**src/rtl/hnsn_pkg.sv**
```systemverilog
// Shared types and arithmetic helpers for the STDP spiking layer.
// Dopamine levels map to an LTP multiplier; all learning math uses a 32-bit signed accumulator.
package hnsn_pkg;

  typedef enum logic [1:0] {
    DA_NONE = 2'd0,
    DA_LOW  = 2'd1,
    DA_MID  = 2'd2,
    DA_HIGH = 2'd3
  } da_level_e;

  typedef logic signed [31:0] acc_t;

  function automatic logic [2:0] da_scale(input logic [1:0] da);
    case (da_level_e'(da))
      DA_LOW:  return 3'd1;
      DA_MID:  return 3'd2;
      DA_HIGH: return 3'd4;
      default: return 3'd0;
    endcase
  endfunction

  function automatic logic [7:0] sat_u8(input acc_t x);
    if (x < 0) return 8'd0;
    if (x > 255) return 8'd255;
    return x[7:0];
  endfunction

  function automatic logic [7:0] clamp_w(input acc_t x, input logic [7:0] lo, input logic [7:0] hi);
    if (x < $signed({24'd0, lo})) return lo;
    if (x > $signed({24'd0, hi})) return hi;
    return x[7:0];
  endfunction

endpackage

```
**src/rtl/hnsn_lif_cell.sv**
```systemverilog
// One leaky integrate-and-fire neuron: combinational candidate potential plus
// registered membrane voltage and refractory counter.
module hnsn_lif_cell
  import hnsn_pkg::*;
#(
  parameter int         CUR_W     = 10,
  parameter logic [7:0] THRESHOLD = 8'd60,
  parameter logic [7:0] LEAK      = 8'd5,
  parameter logic [2:0] REFRACT   = 3'd2
) (
  input  logic             clk,
  input  logic             rst_n,
  input  logic [CUR_W-1:0] i_cur,
  input  logic             i_fire,
  input  logic             i_clear,
  output logic [7:0]       o_v_cand,
  output logic             o_cand,
  output logic [7:0]       o_v
);

  logic [7:0] r_v;
  logic [2:0] r_refr;
  acc_t       w_sum;
  logic       w_refr_busy;

  always_comb begin
    w_sum       = $signed({24'd0, r_v}) + $signed(32'(i_cur)) - $signed({24'd0, LEAK});
    w_refr_busy = (r_refr != 3'd0);
    o_v_cand    = w_refr_busy ? 8'd0 : sat_u8(w_sum);
    o_cand      = !w_refr_busy && (o_v_cand >= THRESHOLD);
  end

  // Refractory takes priority: a busy neuron is never a candidate, so fire cannot coincide.
  always_ff @(posedge clk or negedge rst_n) begin
    if (!rst_n) begin
      r_v    <= 8'd0;
      r_refr <= 3'd0;
    end else if (w_refr_busy) begin
      r_refr <= r_refr - 3'd1;
      r_v    <= 8'd0;
    end else if (i_fire) begin
      r_v    <= 8'd0;
      r_refr <= REFRACT;
    end else if (i_clear) begin
      r_v    <= 8'd0;
    end else begin
      r_v    <= o_v_cand;
    end
  end

  assign o_v = r_v;

endmodule

```
**src/rtl/hnsn_stdp_layer.sv**
```systemverilog
// Fully connected layer of LIF neurons with optional winner-take-all and
// dopamine-modulated pair-based STDP on an NUM_IN x NUM_OUT weight array.
module hnsn_stdp_layer
  import hnsn_pkg::*;
#(
  parameter int         NUM_IN    = 4,
  parameter int         NUM_OUT   = 4,
  parameter logic [7:0] THRESHOLD = 8'd60,
  parameter logic [7:0] LEAK      = 8'd5,
  parameter logic [7:0] INIT_W    = 8'd20,
  parameter logic [7:0] W_MIN     = 8'd0,
  parameter logic [7:0] W_MAX     = 8'd200,
  parameter logic [7:0] LTP_STEP  = 8'd3,
  parameter logic [7:0] LTD_STEP  = 8'd1,
  parameter logic [3:0] TRACE_MAX = 4'd8,
  parameter logic [2:0] REFRACT   = 3'd2
) (
  input  logic                       clk,
  input  logic                       rst_n,
  input  logic [NUM_IN-1:0]          pre_spike,
  input  logic [1:0]                 dopamine,
  input  logic                       learn_en,
  input  logic                       wta_en,
  output logic [NUM_OUT-1:0]         post_spike,
  output logic [$clog2(NUM_OUT)-1:0] winner_idx,
  output logic                       winner_valid,
  output logic [NUM_OUT*8-1:0]       v_mem,
  input  logic [$clog2(NUM_IN)-1:0]  rd_row,
  input  logic [$clog2(NUM_OUT)-1:0] rd_col,
  output logic [7:0]                 rd_weight
);

  localparam int CUR_W = 8 + $clog2(NUM_IN);
  localparam int OW    = $clog2(NUM_OUT);

  logic [7:0]         r_w       [NUM_IN][NUM_OUT];
  logic [3:0]         r_pre_tr  [NUM_IN];
  logic [3:0]         r_post_tr [NUM_OUT];
  logic [NUM_OUT-1:0] r_post;
  logic [OW-1:0]      r_widx;
  logic               r_wvld;

  logic [CUR_W-1:0]   w_cur     [NUM_OUT];
  logic [7:0]         w_vcand   [NUM_OUT];
  logic [7:0]         w_v       [NUM_OUT];
  logic [NUM_OUT-1:0] w_cand;
  logic [NUM_OUT-1:0] w_fire;
  logic [NUM_OUT-1:0] w_clear;
  logic [OW-1:0]      w_idx_nxt;
  logic [7:0]         w_best;
  logic               w_found;
  logic               w_learn;
  acc_t               w_ltp;
  acc_t               w_dlt;
  logic [7:0]         w_wgt_nxt [NUM_IN][NUM_OUT];

  // Synaptic current: full-width sum of weights from every active input.
  always_comb begin
    for (int j = 0; j < NUM_OUT; j++) begin
      w_cur[j] = '0;
      for (int i = 0; i < NUM_IN; i++)
        if (pre_spike[i]) w_cur[j] = w_cur[j] + CUR_W'(r_w[i][j]);
    end
  end

  for (genvar j = 0; j < NUM_OUT; j++) begin : g_cell
    hnsn_lif_cell #(
      .CUR_W    (CUR_W),
      .THRESHOLD(THRESHOLD),
      .LEAK     (LEAK),
      .REFRACT  (REFRACT)
    ) u_cell (
      .clk     (clk),
      .rst_n   (rst_n),
      .i_cur   (w_cur[j]),
      .i_fire  (w_fire[j]),
      .i_clear (w_clear[j]),
      .o_v_cand(w_vcand[j]),
      .o_cand  (w_cand[j]),
      .o_v     (w_v[j])
    );
    assign v_mem[8*j +: 8] = w_v[j];
  end

  // Strict '>' keeps the lowest index on ties.
  always_comb begin
    w_fire  = '0;
    w_best  = '0;
    w_found = 1'b0;
    if (!wta_en) begin
      w_fire = w_cand;
    end else begin
      for (int j = 0; j < NUM_OUT; j++)
        if (w_cand[j] && (!w_found || (w_vcand[j] > w_best))) begin
          w_fire    = '0;
          w_fire[j] = 1'b1;
          w_best    = w_vcand[j];
          w_found   = 1'b1;
        end
    end
    w_clear   = (wta_en && (|w_fire)) ? ~w_fire : '0;
    w_idx_nxt = '0;
    for (int j = NUM_OUT - 1; j >= 0; j--)
      if (w_fire[j]) w_idx_nxt = OW'(j);
  end

  // Learning uses only pre-edge traces and the registered post spikes.
  always_comb begin
    w_learn = learn_en && (dopamine != 2'd0);
    w_ltp   = $signed(32'(da_scale(dopamine))) * $signed({24'd0, LTP_STEP});
    w_dlt   = '0;
    for (int i = 0; i < NUM_IN; i++)
      for (int j = 0; j < NUM_OUT; j++) begin
        w_dlt = '0;
        if (r_post[j] && (r_pre_tr[i] != 4'd0)) w_dlt = w_dlt + w_ltp;
        if (pre_spike[i] && (r_post_tr[j] != 4'd0)) w_dlt = w_dlt - $signed({24'd0, LTD_STEP});
        w_wgt_nxt[i][j] = clamp_w($signed({24'd0, r_w[i][j]}) + w_dlt, W_MIN, W_MAX);
      end
  end

  always_ff @(posedge clk or negedge rst_n) begin
    if (!rst_n) begin
      for (int i = 0; i < NUM_IN; i++)
        for (int j = 0; j < NUM_OUT; j++)
          r_w[i][j] <= INIT_W;
    end else if (w_learn) begin
      for (int i = 0; i < NUM_IN; i++)
        for (int j = 0; j < NUM_OUT; j++)
          r_w[i][j] <= w_wgt_nxt[i][j];
    end
  end

  always_ff @(posedge clk or negedge rst_n) begin
    if (!rst_n) begin
      for (int i = 0; i < NUM_IN; i++) r_pre_tr[i] <= 4'd0;
      for (int j = 0; j < NUM_OUT; j++) r_post_tr[j] <= 4'd0;
      r_post <= '0;
      r_widx <= '0;
      r_wvld <= 1'b0;
    end else begin
      for (int i = 0; i < NUM_IN; i++)
        r_pre_tr[i] <= pre_spike[i] ? TRACE_MAX :
                       ((r_pre_tr[i] != 4'd0) ? r_pre_tr[i] - 4'd1 : 4'd0);
      for (int j = 0; j < NUM_OUT; j++)
        r_post_tr[j] <= w_fire[j] ? TRACE_MAX :
                        ((r_post_tr[j] != 4'd0) ? r_post_tr[j] - 4'd1 : 4'd0);
      r_post <= w_fire;
      r_widx <= w_idx_nxt;
      r_wvld <= |w_fire;
    end
  end

  assign post_spike   = r_post;
  assign winner_idx   = r_widx;
  assign winner_valid = r_wvld;
  assign rd_weight    = r_w[rd_row][rd_col];

endmodule

```
**config.mk**
```make
export PLATFORM = sky130hd
export DESIGN_NAME = hnsn_stdp_layer
export DESIGN_NICKNAME = d
export VERILOG_FILES = /design/src/rtl/hnsn_pkg.sv /design/src/rtl/hnsn_lif_cell.sv /design/src/rtl/hnsn_stdp_layer.sv
export SDC_FILE = /design/constraint.sdc
export NUM_CORES = 1
export LEC_CHECK = 0
export CORE_ASPECT_RATIO = 1.4
export CORE_MARGIN = 2
export CORE_UTILIZATION = 65
export DETAILED_ROUTE_END_ITERATION = 6
export GPL_TIMING_DRIVEN = 0
export HOLD_SLACK_MARGIN = 0.05
export PLACE_DENSITY = 0.83
export RECOVER_POWER = 50
export SYNTH_ARGS = -nofsm -noshare
export SYNTH_HDL_FRONTEND = slang
export SYNTH_SLANG_ARGS = --single-unit
```
**constraint.sdc**
```tcl
create_clock -name clk -period 16.8 [get_ports clk]
set_clock_uncertainty 0.15 [all_clocks]
set_input_delay 3.36 -clock clk [delete_from_list [all_inputs] [get_ports clk]]
set_output_delay 3.36 -clock clk [all_outputs]
set_load 0.02 [all_outputs]
```
# ---- Word level (Yosys, flattened, before mapping)
# Cells that the tools add are included.
dict set report word_totals {
  regBits 211
  in_bits 14
}
dict set report op_classes {
  n_addsub 64
  n_reduce_logical 69
  bitwise 3
  order_cmp 49
  eq_ne 3
  multipliers 1
  mux 257
}
# op count
set op_table {}
lappend op_table {{8-bit 2-to-1 mux} 108}
lappend op_table {{32-bit by 9-bit greater-than comparator with 1-bit output (second input constant)} 20}
lappend op_table {{32-bit by 1-bit < comparator with 1-bit output (second input constant)} 20}
lappend op_table {{32-bit 2-to-1 mux} 18}
lappend op_table {{9-bit by 32-bit adder with 32-bit output} 16}
lappend op_table {{32-bit by 2-bit subtractor with 32-bit output (second input constant)} 16}
lappend op_table {{32-bit by 4-bit subtractor with 32-bit output (second input constant)} 4}
lappend op_table {{10-bit by 8-bit adder with 10-bit output} 12}
lappend op_table {{10-bit 2-to-1 mux} 12}
lappend op_table {{4-bit 2-to-1 mux} 21}
lappend op_table {{5-bit 2-to-1 mux} 16}
lappend op_table {{1-bit 2-to-1 mux} 67}
lappend op_table {{32-bit binary-select mux with 2-bit select} 1}
lappend op_table {{8-bit by 10-bit adder with 11-bit output} 4}
lappend op_table {{1-bit logical AND} 41}
lappend op_table {{8-bit by 6-bit greater-or-equal comparator with 1-bit output (second input constant)} 4}
lappend op_table {{4-bit nonzero test} 8}
lappend op_table {{4-bit by 1-bit subtractor with 4-bit output (second input constant)} 8}
lappend op_table {{8-bit greater-than comparator} 3}
lappend op_table {{3-bit 2-to-1 mux} 8}
lappend op_table {{8-bit binary-select mux with 2-bit select} 1}
lappend op_table {{3-bit nonzero test} 4}
lappend op_table {{3-bit by 1-bit subtractor with 3-bit output (second input constant)} 4}
lappend op_table {{2-bit nonzero test} 5}
lappend op_table {{other kinds (11)} 25}

# ---- Longest topological paths before layout
# Gate-level depths: netlist (run 1).
dict set report logic_depth {
  depth_word 40
  mapped_depth 78
}

# ---- Hierarchy
# From an unflattened synthesis (run 1), not the netlist that was laid out.
dict set report hier_totals {
  cells_unflattened 3439
  area_unflattened_um2 28338.4
}
# mod instances cells_per_inst seq_area_each_um2 area_per_inst_um2
set modules_own_cells {}
lappend modules_own_cells {hnsn_stdp_layer 1 2843 4219.0 23273.6}
lappend modules_own_cells {hnsn_lif_cell 4 149 275.3 1266.2}

# ---- Worst setup path after synthesis (run 1)
# Ideal clock, no wire load.
dict set report synth_timing {
  kind {input port to flip-flop}
  start {input port pre_spike[0]}
  end {register g_cell[2].u_cell.r_refr[2]}
  path_slack_ns 1.044
  path_stages 71
  setup_time_ns 0.125
  arrival_time_ns 15.481
  required_time_ns 16.525
  cell_sequence {clkbuf_1 clkbuf_1 clkbuf_1 clkbuf_1 nand2_1 inv_1 ha_1 inv_1 o21bai_1 xor2_1 mux2_2 ha_1 o21a_1 o31a_1 a211oi_1 a21o_1 ha_1 o21a_1 [... 35 more ...] a21oi_1 a211oi_1 a21oi_1 or3b_1 nand3b_2 mux2_2 ha_1 nor2b_1 o21a_1 o21ai_0 nand2b_1 a21oi_1 o21ai_0 o21ai_0 a211o_2 a31oi_4 o21ai_2 mux2_4}
}
dict set report synth_via {
  elab_chain_cells 35
}
# element line_no
set synth_rtl {}
lappend synth_rtl {{start, declared} hnsn_stdp_layer.sv:20} ;# input logic [NUM_IN-1:0] pre_spike,
lappend synth_rtl {{8-bit 2-to-1 mux} hnsn_stdp_layer.sv:62} ;# if (pre_spike[i]) w_cur[j] = w_cur[j] + CUR_W'(r_w[i][j]);
lappend synth_rtl {{10-bit by 8-bit adder with 10-bit output} hnsn_stdp_layer.sv:62}
lappend synth_rtl {{10-bit 2-to-1 mux} hnsn_stdp_layer.sv:62}
lappend synth_rtl {{10-bit by 8-bit adder with 10-bit output} hnsn_stdp_layer.sv:62}
lappend synth_rtl {{10-bit 2-to-1 mux} hnsn_stdp_layer.sv:62}
lappend synth_rtl {{10-bit by 8-bit adder with 10-bit output} hnsn_stdp_layer.sv:62}
lappend synth_rtl {{10-bit 2-to-1 mux} hnsn_stdp_layer.sv:62}
lappend synth_rtl {{8-bit by 10-bit adder with 11-bit output} hnsn_lif_cell.sv:27} ;# w_sum = $signed({24'd0, r_v}) + $signed(32'(i_cur)) - $signed({24'd0, LEAK});
lappend synth_rtl {{[... 19 more ...]} n/a}
lappend synth_rtl {{8-bit 2-to-1 mux or 1-bit 2-to-1 mux (tied branches)} hnsn_stdp_layer.sv:94} ;# if (w_cand[j] && (!w_found || (w_vcand[j] > w_best))) begin
lappend synth_rtl {{8-bit 2-to-1 mux or 1-bit 2-to-1 mux (tied branches)} hnsn_stdp_layer.sv:90} ;# if (!wta_en) begin
lappend synth_rtl {{8-bit greater-than comparator or 1-bit logical NOT (tied branches)} hnsn_stdp_layer.sv:94}
lappend synth_rtl {{1-bit logical OR} hnsn_stdp_layer.sv:94}
lappend synth_rtl {{1-bit logical AND} hnsn_stdp_layer.sv:94}
lappend synth_rtl {{4-bit 2-to-1 mux} hnsn_stdp_layer.sv:94}
lappend synth_rtl {{4-bit 2-to-1 mux *} hnsn_stdp_layer.sv:90}
lappend synth_rtl {{2-bit nonzero test (no source line) *} n/a}
lappend synth_rtl {{end signal, assigned} hnsn_lif_cell.sv:39} ;# r_refr <= r_refr - 3'd1;
lappend synth_rtl {{end, declared} hnsn_lif_cell.sv:22} ;# logic [2:0] r_refr;
# Mark *: on every way between the ends. The rest lies on a longest branch, timed or not. The select of a mux whose other input is x is not followed.
# A chain may end at the register's enable or synchronous reset.

# ---- Final worst setup path (run 1)
dict set report layout_timing {
  start {input port pre_spike[2]}
  end {register g_cell[0].u_cell.r_refr[2]}
}
dict set report layout_via {
  elab_chain_cells 31
}
# element line_no
set layout_rtl {}
lappend layout_rtl {{10-bit 2-to-1 mux} hnsn_stdp_layer.sv:62}
lappend layout_rtl {{10-bit by 8-bit adder with 10-bit output} hnsn_stdp_layer.sv:62}
lappend layout_rtl {{10-bit 2-to-1 mux} hnsn_stdp_layer.sv:62}
lappend layout_rtl {{8-bit by 10-bit adder with 11-bit output} hnsn_lif_cell.sv:27}
lappend layout_rtl {{32-bit by 4-bit subtractor with 32-bit output} hnsn_lif_cell.sv:27}
lappend layout_rtl {{32-bit by 9-bit greater-than comparator with 1-bit output} hnsn_pkg.sv:25} ;# if (x > 255) return 8'd255;
lappend layout_rtl {{1-bit 2-to-1 mux (2 in series)} hnsn_pkg.sv:25}
lappend layout_rtl {{8-bit 2-to-1 mux} hnsn_pkg.sv:26} ;# return x[7:0];
lappend layout_rtl {{[... 14 more ...]} n/a}
lappend layout_rtl {{8-bit 2-to-1 mux or 1-bit 2-to-1 mux (tied branches)} hnsn_stdp_layer.sv:94}
lappend layout_rtl {{8-bit 2-to-1 mux or 1-bit 2-to-1 mux (tied branches)} hnsn_stdp_layer.sv:90}
lappend layout_rtl {{8-bit greater-than comparator or 1-bit logical NOT (tied branches)} hnsn_stdp_layer.sv:94}
lappend layout_rtl {{1-bit logical OR} hnsn_stdp_layer.sv:94}
lappend layout_rtl {{1-bit logical AND} hnsn_stdp_layer.sv:94}
lappend layout_rtl {{4-bit 2-to-1 mux} hnsn_stdp_layer.sv:94}
lappend layout_rtl {{4-bit 2-to-1 mux *} hnsn_stdp_layer.sv:90}
lappend layout_rtl {{2-bit nonzero test (no source line) *} n/a}
lappend layout_rtl {{end signal, assigned} hnsn_lif_cell.sv:39}
lappend layout_rtl {{end, declared} hnsn_lif_cell.sv:22}
# Marked as above.

==> flow_summary.yaml, run 1 <==
setup_path:
  crit_cells: 57
  crit_top_cell: "ha_1"
  cp-end-kind: "register"
  crit_start: "pre_spike[2]"
  required_ns: 17.10
  cp_max_fo: 10
  start_kind: "primary input"
  worstPathArrival_ns: 16.53
  r2r-start: "r_w[112]"
  reg2regPathDepth: 64
  max_stage_delay_ns: 0.64
  path_buf_inv: 7
  crit_slowest_cell: "clkbuf_1"
  crit_family: "compound AO/OA/AOI/OAI gates"
  crit_type: "primary input to register"
detailed_routing:
  wl_per_cell_um: 23.9
  firstDrtPassIters: 6
  dr.first_iter.drc_count: 2514
  drc: 0
  route.final.wire_length_um: 95200
  avgViaCountPerCell: 6.72
  drtAntennaViolNets: 0
  vias: 26800
hold_path:
  hold_path_class: "register to register"
  worstHoldStart: "r_post_tr[4]"
  holdPathStages: 1
final_layout:
  drive_gt1_frac: 0.0994
  n_fill_cell: 3197
  fin_area_um2: 29900
  final_cells: 3993
  synthToLayoutAreaGrowth_pct: 10.1
  final_common_cell: "ha_1"
  nNetsFinal: 3836
  final_cell_mix: "ha_1 (350), nand2_1 (337), inv_1 (254)"
grt:
  grt_overflow: 0
  grt_usage: 0.434
  grt_pass1_vias: 26800
  grt_first_pass_wirelength_um: 145000
  grt_max_degree: 108
  antenna_found_initial: 3
pwr:
  power.net_switching_uw: 3930
  p_leak_uw: 0.0136
  internal-power_uw: 3430
  irDropWorstVdd_uv: 452
  power_uw: 7360
  p_sw_frac: 0.534
  pwr-share-comb: 0.784
  p_seq_frac: 0.136
  clkPwrFrac: 0.080
  p_per_area_nw_per_um2: 246
sta:
  setup-violations-final: 0
  hold_viol: 0
  tightest_slew_ns: 6.10
  finalCritPeriodShare: 0.966
  setup-tns-final_ns: 0
  drv_slew: 214
  fmax_ghz: 0.0616
  hold_ws_ns: 0.294
  layout_min_cycle_time_ns: 16.23
  timing.slew.headroom: -3.07
yosys:
  synth_ff_type: "dfrtp_1"
  muxShareOfSynthArea: 0.0645
  synth_edf_count: 0
  ys.warnings.count: 0
  ys_types: 119
  synth_largest_type_area_fraction: 0.165
  synthArstFlopShare: 1.00
  yosysSeqAreaShare: 0.196
  synth_area_leaders: "dfrtp_1 (17%), ha_1 (16%), a21oi_1 (5.0%)"
  syn_avg_cell_area_um2: 8.17
  ys_ff_latch: 211
  synth_top_area_cell: "dfrtp_1"
  synth_area_um2: 27100
  synthSimpleGateAreaFrac: 0.170
  synth_xor_area_frac: 0.0742
  synth_cells: 3321
  synth_compound_area_frac: 0.256
  synthAdderAreaFrac: 0.188
  synth_top_family_by_area: "compound AO/OA/AOI/OAI gates"
floorplanning:
  dieArea_um2: 43400
  core_area_um2: 41200
  start_util: 0.659
  die_x_um: 177
  die_h_um: 246
  rows: 88
  io_pins: 61
clock_network:
  clk-insertion-delay-late_ns: 0.58
  cts_made_buffers: 25
  clk_path_buf_depth: 3
  cts_tree: "done"
  cts.sinks: 211
  cts_root_buf: "clkbuf_16"
  clkTransAtPathRegs_ns: 0.06
  htree_levels: 1
outcome:
  outcome: "complete, but fails checks"
  violations: "capacitance limit, slew limit"
placement:
  dp_cells: 3926
  io_buffers: 56
  dpl.hpwl_um: 74000
  gp_congestion: 1.13
  place_area_um2: 28500
job:
  drv_cap: 2
-- sequential cells by signal (all words and copies together) (netlist names) --
name / count
r_pre_tr: 16
winner_idx: 2
r_w: 128
g_cell.u_cell.r_refr: 12
post_spike: 4
g_cell.u_cell.o_v: 32
r_post_tr: 16
winner_valid: 1
-- what timing repair did --
| item | CTS | global route |
|---|---|---|
| pin swaps | 3 | 17 |
| endpoints found under the setup margin | 34 | 34 |
| hold buffers | 0 | 0 |
| buffers inserted | 1 | 20 |
| resized for setup | 57 | 64 |
-- synth_stat cells, types with 51 or more instances --
master      n
a21o_1     65
a21oi_1   269
and2_1     52
clkbuf_1   84
dfrtp_1   179
ha_1      356
inv_1     254
nand2_1   337
nand3_1    74
nor2_1    239
nor3_1     63
o21a_1     51
o21ai_0   246
o21bai_1   56
xnor2_1   139
xor2_1     82
-- worst register-to-register path, delay by kind of cell, from the launching register on --
kind            cells  cell delay, ns
buf+inv             3            0.46
simple gates       14            2.71
compound gates     31            4.85
fa+ha+maj           9            2.58
xor+xnor            2            0.27
flops               1            0.42
mux                 5            1.70
-- cell families after synthesis --
logic type	after synthesis
compound gates	1047
xor+xnor	225
fa+ha+maj	389
buf+inv	362
flops	211
mux	117
other cells	1
simple gates	969
-- per-stage QoR --
stage               worst slack, ns  utilization
finish                        0.574        0.725
global route                -0.0722        0.725
CTS                          0.0436        0.717
detailed placement            -2.86        0.691
global placement              -2.69        0.690
floorplan                      1.04            -
-- power by group through the flow --
| stage | clock [µW] | sequential [µW] | combinational (µW) |
|---|---|---|---|
| 2_1_floorplan | 0 | 885 | 4080 |
| 3_3_place_gp | 0 | 976 | 5040 |
| 3_5_place_dp | 0 | 985 | 5280 |
| 4_1_cts | 588 | 979 | 5440 |
| 5_1_grt | 610 | 1010 | 6290 |
| 6_report | 590 | 999 | 5770 |
-- layout make-up --
type,count,area (µm²),area share
Multi-Input combinational cell,2755,20800,0.698
Sequential cell,211,5320,0.178
Inverter,255,957,0.0320
Timing Repair Buffer,79,723,0.0242
Clock buffer,33,686,0.0230
Tap cell,540,676,0.0226
Buffer,107,517,0.0173
Clock inverter,12,149,0.00499
Antenna cell,1,2.50,0.0000838
-- per-layer routing --
metal,up-vias,global-route usage,part of all wire
met4,2,0.359,0.098
met2,1287,0.723,0.47
met3,478,0.0700,0.077
met5,-,0,0.00012
li1,12200,-,-
met1,12900,0.486,0.36
-- final timing paths --
path	endpoint	slack, ns
max	g_cell[0].u_cell.r_refr[2]	0.57
min	r_post_tr[4]	0.29
max reg2reg	g_cell[0].u_cell.r_refr[2]	3.51
min reg2reg	r_post_tr[4]	0.29
max in group asynchronous	post_spike[0]	3.58
min in group asynchronous	r_w[101]	4.90
No activity file was read; power rests on OpenSTA's default activity.
==> run 2, diff against run 1 <==
--- a/config.mk
+++ b/config.mk
@@ -10,7 +10,7 @@
 export CORE_UTILIZATION = 65
 export DETAILED_ROUTE_END_ITERATION = 6
 export GPL_TIMING_DRIVEN = 0
-export HOLD_SLACK_MARGIN = 0.05
+export HOLD_SLACK_MARGIN = 0.02
 export PLACE_DENSITY = 0.83
 export RECOVER_POWER = 50
 export SYNTH_ARGS = -nofsm -noshare
==> results of run 2 <==
No change in the layout: final DEF, timing and power equal those of run 1.
